<file path="config.mk">
export PLATFORM = sky130hd
export DESIGN_NAME = wb_pipe2std_bridge
export DESIGN_NICKNAME = d
export VERILOG_FILES = /design/src/rtl/wb_bridge_pkg.sv /design/src/rtl/wb_bridge_req_fifo.sv /design/src/rtl/wb_pipe2std_bridge.sv
export SDC_FILE = /design/constraint.sdc
export NUM_CORES = 1
export LEC_CHECK = 0
export ABC_AREA = 1
export CAP_MARGIN = 0
export CORE_MARGIN = 4
export CORE_UTILIZATION = 30
export CTS_BUF_LIST = sky130_fd_sc_hd__clkbuf_4 sky130_fd_sc_hd__clkbuf_8
export DETAILED_ROUTE_END_ITERATION = 12
export PLACE_DENSITY = 0.62
export SYNTH_ARGS = -nofsm -noshare
export SYNTH_HDL_FRONTEND = slang
export SYNTH_SLANG_ARGS = --single-unit
export TNS_END_PERCENT = 20
</file>
<file path="constraint.sdc">
create_clock -name clk_i -period 3.2 [get_ports clk_i]
set_input_delay 0.64 -clock clk_i [delete_from_list [all_inputs] [get_ports clk_i]]
set_output_delay 0.64 -clock clk_i [all_outputs]
set_load 0.01 [all_outputs]
</file>
<file path="src/rtl/wb_bridge_pkg.sv">
// ---------------------------------------------------------------------------
// wb_bridge_pkg
// Shared types and helpers for the pipelined-to-classic Wishbone bridge.
//   wb_rsp_e  : kind of completion returned to the pipelined master
//   cnt_width : width of an occupancy counter that must hold 0..depth
// The request record itself (we/adr/dat/sel) depends on the bridge's width
// parameters, so it is declared inside the bridge and handed to the queue
// as a type parameter.
// ---------------------------------------------------------------------------
package wb_bridge_pkg;

    typedef enum logic [1:0] {
        RSP_NONE = 2'd0,
        RSP_ACK  = 2'd1,
        RSP_ERR  = 2'd2
    } wb_rsp_e;

    function automatic int unsigned cnt_width(input int unsigned depth);
        return $clog2(depth) + 1;
    endfunction

endpackage

</file>
<file path="src/rtl/wb_bridge_req_fifo.sv">
// ---------------------------------------------------------------------------
// wb_req_fifo
// In-order request queue for the Wishbone bridge.
//   clk_i, rst_i : clock, synchronous active-high reset
//   flush_i      : discard every entry on the next edge (wins over push)
//   push_i       : write data_i at the tail (ignored when full)
//   data_i       : request record to enqueue
//   pop_i        : drop the head entry (ignored when empty)
//   head_o       : current head entry (stale when empty)
//   full_o       : DEPTH entries held
//   empty_o      : no entries held
// DEPTH must be a power of two so the pointers wrap on their own.
// ---------------------------------------------------------------------------
module wb_req_fifo
    import wb_bridge_pkg::*;
#(
    parameter type         T     = logic,
    parameter int unsigned DEPTH = 4
) (
    input  logic clk_i,
    input  logic rst_i,
    input  logic flush_i,
    input  logic push_i,
    input  T     data_i,
    input  logic pop_i,
    output T     head_o,
    output logic full_o,
    output logic empty_o
);

    localparam int unsigned PW = $clog2(DEPTH);
    localparam int unsigned CW = cnt_width(DEPTH);

    T              mem_q [DEPTH];
    logic [PW-1:0] wr_ptr_q, wr_ptr_d;
    logic [PW-1:0] rd_ptr_q, rd_ptr_d;
    logic [CW-1:0] cnt_q, cnt_d;
    logic          do_push, do_pop;

    assign full_o  = (cnt_q == CW'(DEPTH));
    assign empty_o = (cnt_q == '0);
    assign do_push = push_i & ~full_o & ~flush_i;
    assign do_pop  = pop_i & ~empty_o & ~flush_i;
    assign head_o  = mem_q[rd_ptr_q];

    always_comb begin
        wr_ptr_d = wr_ptr_q;
        rd_ptr_d = rd_ptr_q;
        cnt_d    = cnt_q;
        if (flush_i) begin
            wr_ptr_d = '0;
            rd_ptr_d = '0;
            cnt_d    = '0;
        end else begin
            if (do_push) wr_ptr_d = wr_ptr_q + PW'(1);
            if (do_pop)  rd_ptr_d = rd_ptr_q + PW'(1);
            if (do_push && !do_pop)      cnt_d = cnt_q + CW'(1);
            else if (!do_push && do_pop) cnt_d = cnt_q - CW'(1);
        end
    end

    always_ff @(posedge clk_i) begin
        if (rst_i) begin
            wr_ptr_q <= '0;
            rd_ptr_q <= '0;
            cnt_q    <= '0;
        end else begin
            wr_ptr_q <= wr_ptr_d;
            rd_ptr_q <= rd_ptr_d;
            cnt_q    <= cnt_d;
        end
    end

    // Storage needs no reset: occupancy alone decides what is valid.
    always_ff @(posedge clk_i) begin
        if (do_push) mem_q[wr_ptr_q] <= data_i;
    end

endmodule

</file>
<file path="src/rtl/wb_pipe2std_bridge.sv">
// ---------------------------------------------------------------------------
// wb_pipe2std_bridge
// Wishbone B4 bridge: pipelined master in, classic slave out. Up to DEPTH
// requests are queued and replayed in order; each returns one m_ack_o or
// m_err_o. A hung slave is cut off after TIMEOUT wait cycles (0 = never).
//   clk_i, rst_i            : clock, synchronous active-high reset
//   m_cyc_i/m_stb_i/m_we_i  : master cycle, strobe, write enable
//   m_adr_i/m_dat_i/m_sel_i : master address, write data, byte selects
//   m_stall_o               : queue full or in reset
//   m_ack_o/m_err_o         : one-cycle completion pulses
//   m_dat_o                 : read data, meaningful with m_ack_o
//   s_cyc_o/s_stb_o/s_we_o  : classic slave cycle, strobe, write enable
//   s_adr_o/s_dat_o/s_sel_o : slave address, write data, byte selects
//   s_ack_i/s_err_i/s_dat_i : slave termination and read data
// ---------------------------------------------------------------------------
module wb_pipe2std_bridge
    import wb_bridge_pkg::*;
#(
    parameter int unsigned ADR_WIDTH = 16,
    parameter int unsigned DAT_WIDTH = 16,
    parameter int unsigned DEPTH     = 4,
    parameter int unsigned TIMEOUT   = 255
) (
    input  logic                   clk_i,
    input  logic                   rst_i,
    input  logic                   m_cyc_i,
    input  logic                   m_stb_i,
    input  logic                   m_we_i,
    input  logic [ADR_WIDTH-1:0]   m_adr_i,
    input  logic [DAT_WIDTH-1:0]   m_dat_i,
    input  logic [DAT_WIDTH/8-1:0] m_sel_i,
    output logic                   m_stall_o,
    output logic                   m_ack_o,
    output logic                   m_err_o,
    output logic [DAT_WIDTH-1:0]   m_dat_o,
    output logic                   s_cyc_o,
    output logic                   s_stb_o,
    output logic                   s_we_o,
    output logic [ADR_WIDTH-1:0]   s_adr_o,
    output logic [DAT_WIDTH-1:0]   s_dat_o,
    output logic [DAT_WIDTH/8-1:0] s_sel_o,
    input  logic                   s_ack_i,
    input  logic                   s_err_i,
    input  logic [DAT_WIDTH-1:0]   s_dat_i
);

    localparam int unsigned SEL_WIDTH = DAT_WIDTH / 8;
    localparam int unsigned TW        = (TIMEOUT > 0) ? $clog2(TIMEOUT + 1) : 1;

    typedef struct packed {
        logic                 we;
        logic [ADR_WIDTH-1:0] adr;
        logic [DAT_WIDTH-1:0] dat;
        logic [SEL_WIDTH-1:0] sel;
    } wb_req_t;

    wb_req_t              push_req, head;
    logic                 full, empty;
    logic                 push, pop, stb, term, timeout;
    logic [TW-1:0]        wait_q, wait_d;
    logic                 gap_q, gap_d;
    wb_rsp_e              rsp_q, rsp_d;
    logic [DAT_WIDTH-1:0] rdat_q, rdat_d;

    assign push_req = '{we: m_we_i, adr: m_adr_i, dat: m_dat_i, sel: m_sel_i};
    assign push     = m_cyc_i & m_stb_i & ~m_stall_o;

    // gap_q is the single idle cycle after a timeout pop; the queued error
    // response rides on it.
    assign stb     = ~empty & m_cyc_i & ~gap_q & ~rst_i;
    assign term    = stb & (s_ack_i | s_err_i);
    assign timeout = (TIMEOUT != 0) && stb && !term && (wait_q == TW'(TIMEOUT));
    assign pop     = term | timeout;

    wb_req_fifo #(
        .T     (wb_req_t),
        .DEPTH (DEPTH)
    ) u_req_fifo (
        .clk_i   (clk_i),
        .rst_i   (rst_i),
        .flush_i (~m_cyc_i),
        .push_i  (push),
        .data_i  (push_req),
        .pop_i   (pop),
        .head_o  (head),
        .full_o  (full),
        .empty_o (empty)
    );

    always_comb begin
        wait_d = wait_q;
        gap_d  = timeout;
        rsp_d  = RSP_NONE;
        rdat_d = rdat_q;

        if (!stb || term || timeout) wait_d = '0;
        else if (TIMEOUT != 0)       wait_d = wait_q + TW'(1);

        // Nothing is reported for a cycle the master has already abandoned.
        if (m_cyc_i) begin
            if (gap_q) begin
                rsp_d = RSP_ERR;
            end else if (term) begin
                if (s_err_i) begin
                    rsp_d = RSP_ERR;
                end else begin
                    rsp_d  = RSP_ACK;
                    rdat_d = s_dat_i;
                end
            end
        end
    end

    always_ff @(posedge clk_i) begin
        if (rst_i) begin
            wait_q <= '0;
            gap_q  <= 1'b0;
            rsp_q  <= RSP_NONE;
            rdat_q <= '0;
        end else begin
            wait_q <= wait_d;
            gap_q  <= gap_d;
            rsp_q  <= rsp_d;
            rdat_q <= rdat_d;
        end
    end

    assign m_stall_o = full | rst_i;
    // Pulses are gated by the live m_cyc_i so an abort cancels the pulse
    // that would otherwise land in the abort cycle itself.
    assign m_ack_o   = (rsp_q == RSP_ACK) & m_cyc_i & ~rst_i;
    assign m_err_o   = (rsp_q == RSP_ERR) & m_cyc_i & ~rst_i;
    assign m_dat_o   = rst_i ? '0 : rdat_q;

    assign s_cyc_o = stb;
    assign s_stb_o = stb;
    assign s_we_o  = stb & head.we;
    assign s_adr_o = stb ? head.adr : '0;
    assign s_dat_o = stb ? head.dat : '0;
    assign s_sel_o = stb ? head.sel : '0;

endmodule

</file>
# Word level (Yosys, flattened, before mapping)
# Memory sizes are Yosys's and may differ from the RTL's. A register that Yosys moved wholly into a read port is not among the register bits.
# Cells that the tools add are included.
dict set report op_classes {
  n_div 0
  addsub 5
  n_lt_le_gt_ge 0
  n_mux 13
  bitwise_logic 26
  n_eq_ne 4
  n_mul 0
  shift 0
  n_reduce_logical 16
}
# op count
set op_table {}
lappend op_table {{$mux W16} 3}
lappend op_table {{$and A1 B1 Y1} 15}
lappend op_table {{$mux W2} 6}
lappend op_table {{$add A8 B1 Y8 const B} 1}
lappend op_table {{$eq A8 B8 Y1 const B} 1}
lappend op_table {{$not A1 Y1} 8}
lappend op_table {{$mux W3} 2}
lappend op_table {{$add A2 B1 Y2 const B} 2}
lappend op_table {{$logic_and A1 B1 Y1} 4}
lappend op_table {{$logic_not A1 Y1} 4}
lappend op_table {{$reduce_and A4 Y1} 1}
lappend op_table {{$reduce_or A2 Y1} 2}
lappend op_table {{$reduce_or A4 Y1} 1}
lappend op_table {{$add A3 B1 Y3 const B} 1}
lappend op_table {{$eq A3 B3 Y1 const B} 1}
lappend op_table {{$logic_not A3 Y1} 1}
lappend op_table {{$or A1 B1 Y1} 3}
lappend op_table {{$sub A3 B1 Y3 const B} 1}
lappend op_table {{$eq A2 B1 Y1 const B} 1}
lappend op_table {{$eq A2 B2 Y1 const B} 1}
lappend op_table {{$logic_or A1 B1 Y1} 2}
lappend op_table {{$mux W1} 2}
lappend op_table {{$reduce_bool A2 Y1} 1}
dict set report word_totals {
  rom_bits 0
  n_memories 1
  out_inout_bits 56
  mem_bits_rw 140
  reg_bits 34
  elab_cells 73
  input_bits 57
  latch_bits 0
}
# memory depth word_bits read_ports rd_clocked_by_memory_dff wr line_no
set mem_list {}
lappend mem_list {u_req_fifo.mem_q 4 35 1 1 1 wb_bridge_req_fifo.sv:34} ;# T mem_q [DEPTH];

# Longest topological paths before layout
dict set report logic_depth {
  depth_word 15
  ltp_mapped 15
  mapped_depth_nobuf 13
}

# Cells and area by module
# A second synthesis with hierarchy kept.
dict set report unflattened {
  cells_unflattened 685
  area_unflattened_um2 7294.5
}
# module instances seq_area_each_um2 area_each_um2 cells_each
set modules_own_cells {}
lappend modules_own_cells {wb_req_fifo 1 4384.2 5685.5 413}
lappend modules_own_cells {wb_pipe2std_bridge 1 540.5 1609.0 272}

# Least setup slack after synthesis
# OpenSTA, ideal clock, no wires.
dict set report synth_timing {
  path_kind {input to register}
  startpoint {input port rst_i}
  endpoint {memory u_req_fifo.mem_q[0][0] in the netlist's numbering (enable)}
  stages 6
  arrival_ns 2.631
  setup_ns 0.427
  path_slack_ns 0.142
  path_buffers 1
  required_time_ns 2.773
  path_cell_list {buf_6 > clkinv_2 > nand2_4 > nor2_1 > inv_1 > nor2_1}
}
dict set report synth_via {
  elab_chain_cells 7
}
# item line_no
set synth_rtl {}
lappend synth_rtl {{start: declaration} wb_pipe2std_bridge.sv:25} ;# input logic rst_i,
lappend synth_rtl {{$or A1 B1 Y1} wb_pipe2std_bridge.sv:128} ;# assign m_stall_o = full | rst_i;
lappend synth_rtl {{$not A1 Y1} wb_pipe2std_bridge.sv:66} ;# assign push = m_cyc_i & m_stb_i & ~m_stall_o;
lappend synth_rtl {{$and A1 B1 Y1} wb_pipe2std_bridge.sv:66}
lappend synth_rtl {{$and A1 B1 Y1 (2 in series)} wb_bridge_req_fifo.sv:42} ;# assign do_push = push_i & ~full_o & ~flush_i;
lappend synth_rtl {{named net u_req_fifo.do_push} wb_bridge_req_fifo.sv:38} ;# logic do_push, do_pop;
lappend synth_rtl {{$mux W1} wb_bridge_req_fifo.sv:76} ;# if (do_push) mem_q[wr_ptr_q] <= data_i;
lappend synth_rtl {{$mux W1 (implied by the code)} wb_bridge_req_fifo.sv:76}
lappend synth_rtl {{end: declaration} wb_bridge_req_fifo.sv:34}
# The timed path passes the listed nets, and every way through them passes these cells.

# Worst setup path after layout
dict set report layout_timing {
  startpoint {input port m_cyc_i}
  endpoint {output port s_we_o}
}
dict set report layout_via {
  elab_chain_cells 4
}
# item line_no
set layout_rtl {}
lappend layout_rtl {{start: declaration} wb_pipe2std_bridge.sv:26} ;# input logic m_cyc_i,
lappend layout_rtl {{$and A1 B1 Y1 (3 in series)} wb_pipe2std_bridge.sv:70} ;# assign stb = ~empty & m_cyc_i & ~gap_q & ~rst_i;
lappend layout_rtl {{$and A1 B1 Y1} wb_pipe2std_bridge.sv:137} ;# assign s_we_o = stb & head.we;
lappend layout_rtl {{end: declaration} wb_pipe2std_bridge.sv:38} ;# output logic s_we_o,
# No other way between the ends.

==> impl_results.md <==
- Worst-margin pin slew: ~0.48 ns
- End of the worst register-to-register path: u_req_fifo.cnt_q[2]$_SDFFE_PP0P_
- Post-Syn Nets: ~700
- Final Cell Area: 9020 um^2
- Area after DPL: 8650 um^2
- Top cells by count, synth: nor2_1 (181), edfxtp_1 (140), o21ai_0 (68)
- Critical path class: in -> out
- Syn-to-layout area delta: 27.5%
- Final design utilization: around two fifths
- Clock sink count: between 150 and 200
- First-pass detailed-route iteration total: 4
- # Max-Cap Violations: 0
- Fin. Hold Viols: 0
- DRT antenna net count: 0
- RePlAce Congestion: between 0.7 and 0.8
- RR Startpoint: u_req_fifo.cnt_q[0]$_SDFFE_PP0P_
- Setup Skew: approximately 0.019 ns
- Initial Utilization: a little over 30%
- TNS Setup: 0 ns
- Status: finished, final reports clean
- First-pass GRT wire length: 25.0 mm
- Hold-fix buffers at CTS: 0
- Top cells by area, synth: edfxtp_1 (59%), dfxtp_1 (10%), nor2_1 (9.6%)
- DR DRC count: 0
- Final setup fails: 0
- Vias per inst: between 4 and 5
- Die width: 162 um
- # diodes: 0
- Std cell rows: 55
- Min-Delay Endpoint: wait_q[0]$_SDFF_PP0_
- Final worst path period need: 3.08 ns
- I/O Buffers: between 100 and 150
- WL per Instance: around 14 um
- Worst EP required: approximately 2.6 ns
- Total track usage: between 10% and 20%
- Ys Warns: 0
- RSZ-0062 raised after global routing: no
- Worst setup EP type: primary output
- WP data arrival: around 2.4 ns
- Synth Flop Type: edfxtp_1
- Clock Root Buffer: clkbuf_8
- Post-CTS setup buffer count: 0
- H-tree depth: 4
- Count of cell types in the netlist: 32
- Worst Slack Setup Final: 0.118 ns
- Largest net degree at the start of global routing: 36
- Antenna violations before repair: 2
- Register area share after synthesis: 69.6%
- CP Launch Type: input pin
- Core area: approximately 23000 um^2
- Clock Pin Slew Worst Setup and Hold Paths: ~0.080 ns
- CTS-repair resized insts: 0
- Total Wirelength: around 16 mm
- EDFF count, synth: 140
- Die Ht: approximately 160 um
- Async SR Flop Fraction: 0%
- CTS tree: done
- PD cells: about 460 nW/um^2
- Yosys top cell area share: 59.4%
- Worst slew margin: a little under 70%
- Post-Syn Area per Cell: 11.1 um^2
- Worst Hold Launch: wait_q[0]$_SDFF_PP0_
- Crit-path max FO: 28
- Peak VDD IR: about 0.23 mV
- Total clock buffers created by CTS: 17
- Synthesized cell area: a little over 7000 um^2
- Share of layout cells above drive strength 1: a little over a tenth
- Fin. max-slew vios: 0
- R2R depth: 13
- Max Clk Rate: 324 MHz
- Clock latency on the worst-skew pair: between 0.4 and 0.5 ns
- Final Net Count: 815
- Via count: roughly 4700
- Post-DP HPWL: 9.68 mm
- Yosys top cell by area: edfxtp_1
- R2r setup slk: approximately 0.95 ns
- Clock Path Buffers: 2
- Placed cell count: ~1000
- Hold-critical path depth: 1
- Vias in the first global route: 4749
- Gate count of the mapped netlist: between 600 and 700
- Hold WC Path Type: reg -> reg
- GRT Residual Overflow: 0
- Pleak: around 0.0030 uW
- I/O Pins: ~110
- DR iter-0 viols: between 200 and 250
- Fin crit share: between 90% and 100%
- Fin cells: between 1000 and 1500
- Full die area: roughly 26000 um^2
- Worst slack, placed: 0.124 ns
- Count leader, synth: nor2_1
- Register bit total from synthesis: around 180
-- critical path, cell delays in order --
cell and delay (ns):
clkdlybuf4s50_1 0.50, nand2_4 0.07, nor2_4 0.12, nand2_2 0.09
buf_12 0.17, a21oi_1 0.24, clkdlybuf4s50_1 0.59
-- per-layer routing --
metal	GRT usage, %	routed length [um]	up-vias
met5	0	27	-
met4	2.60	78	4
met3	4.75	1000	12
met2	20.8	7490	101
met1	14.8	6950	2198
li1	-	-	2379
-- cells by family after synthesis --
logic type               Yosys count  synth area share [%]
AND/OR/NAND/NOR                  241                  13.9
AO/OA/AOI/OAI                    134                  9.99
adder cells (fa/ha/maj)            7                  1.34
flip-flops                       176                  69.6
XOR/XNOR                           6                 0.743
buffers and inverters             71                  4.40
-- placed cells by master (no fill, tap or decap), types with 3 or more instances in the layout --
cell,n
nor2_1,177
edfxtp_1,140
clkdlybuf4s50_1,112
o21ai_0,68
a21oi_1,50
nand2_1,39
inv_1,34
dfxtp_1,34
clkbuf_8,17
buf_4,13
nand2_2,10
a21oi_2,9
o21ai_1,6
ha_1,6
inv_6,6
nor2_4,5
buf_12,5
clkinv_2,4
nand3_1,4
clkinv_1,3
xnor2_1,3
xor2_1,3
clkinvlp_4,3
-- final cells by class --
| class | instances | area [um^2] |
|---|---|---|
| Sequential cell | 176 | 4930 |
| Inverter | 38 | 145 |
| Clock inverter | 15 | 131 |
| Fill cell | 2238 | 13900 |
| Multi-Input combinational cell | 388 | 1870 |
| Clock buffer | 17 | 234 |
| Timing Repair Buffer | 130 | 1320 |
| Tap cell | 313 | 392 |
-- where the power goes --
part | internal, uW | switching, uW
Sequential | 2480 | 5.99
Clock | 622 | 809
Combinational | 102 | 102
Total | 3210 | 917
-- flip-flops by register name, summed over array words and instances, names as in the netlist, named ones only --
name and flops:
u_req_fifo.rd_ptr_q 2, u_req_fifo.mem_q 140, u_req_fifo.wr_ptr_q 2, gap_q 1
rdat_q 16, wait_q 8, u_req_fifo.cnt_q 3, rsp_q 2
-- metrics by stage --
stage / total power [uW] / hold WS [ns]
after floorplan: 2620 / 0.418
after global routing: 4320 / 0.485
after detailed placement: 2750 / 0.440
after CTS: 4190 / 0.458
after global placement: 2750 / 0.431
final: 4130 / 0.453
-- worst max-delay path by stage --
stage                   from                                to  slack (ns)  cells after the start
floorplan              rst_i  u_req_fifo.mem_q[0][0]$_DFFE_PP_        0.14                      6
global placement     m_cyc_i                       s_adr_o[15]        0.14                      7
detailed placement   m_cyc_i                            s_we_o        0.12                      7
CTS                 register                            s_we_o        0.08                      6
global route         m_cyc_i                            s_we_o        0.04                      7
finish               m_cyc_i                            s_we_o        0.12                      7
Power figures use the tool's default switching activity.
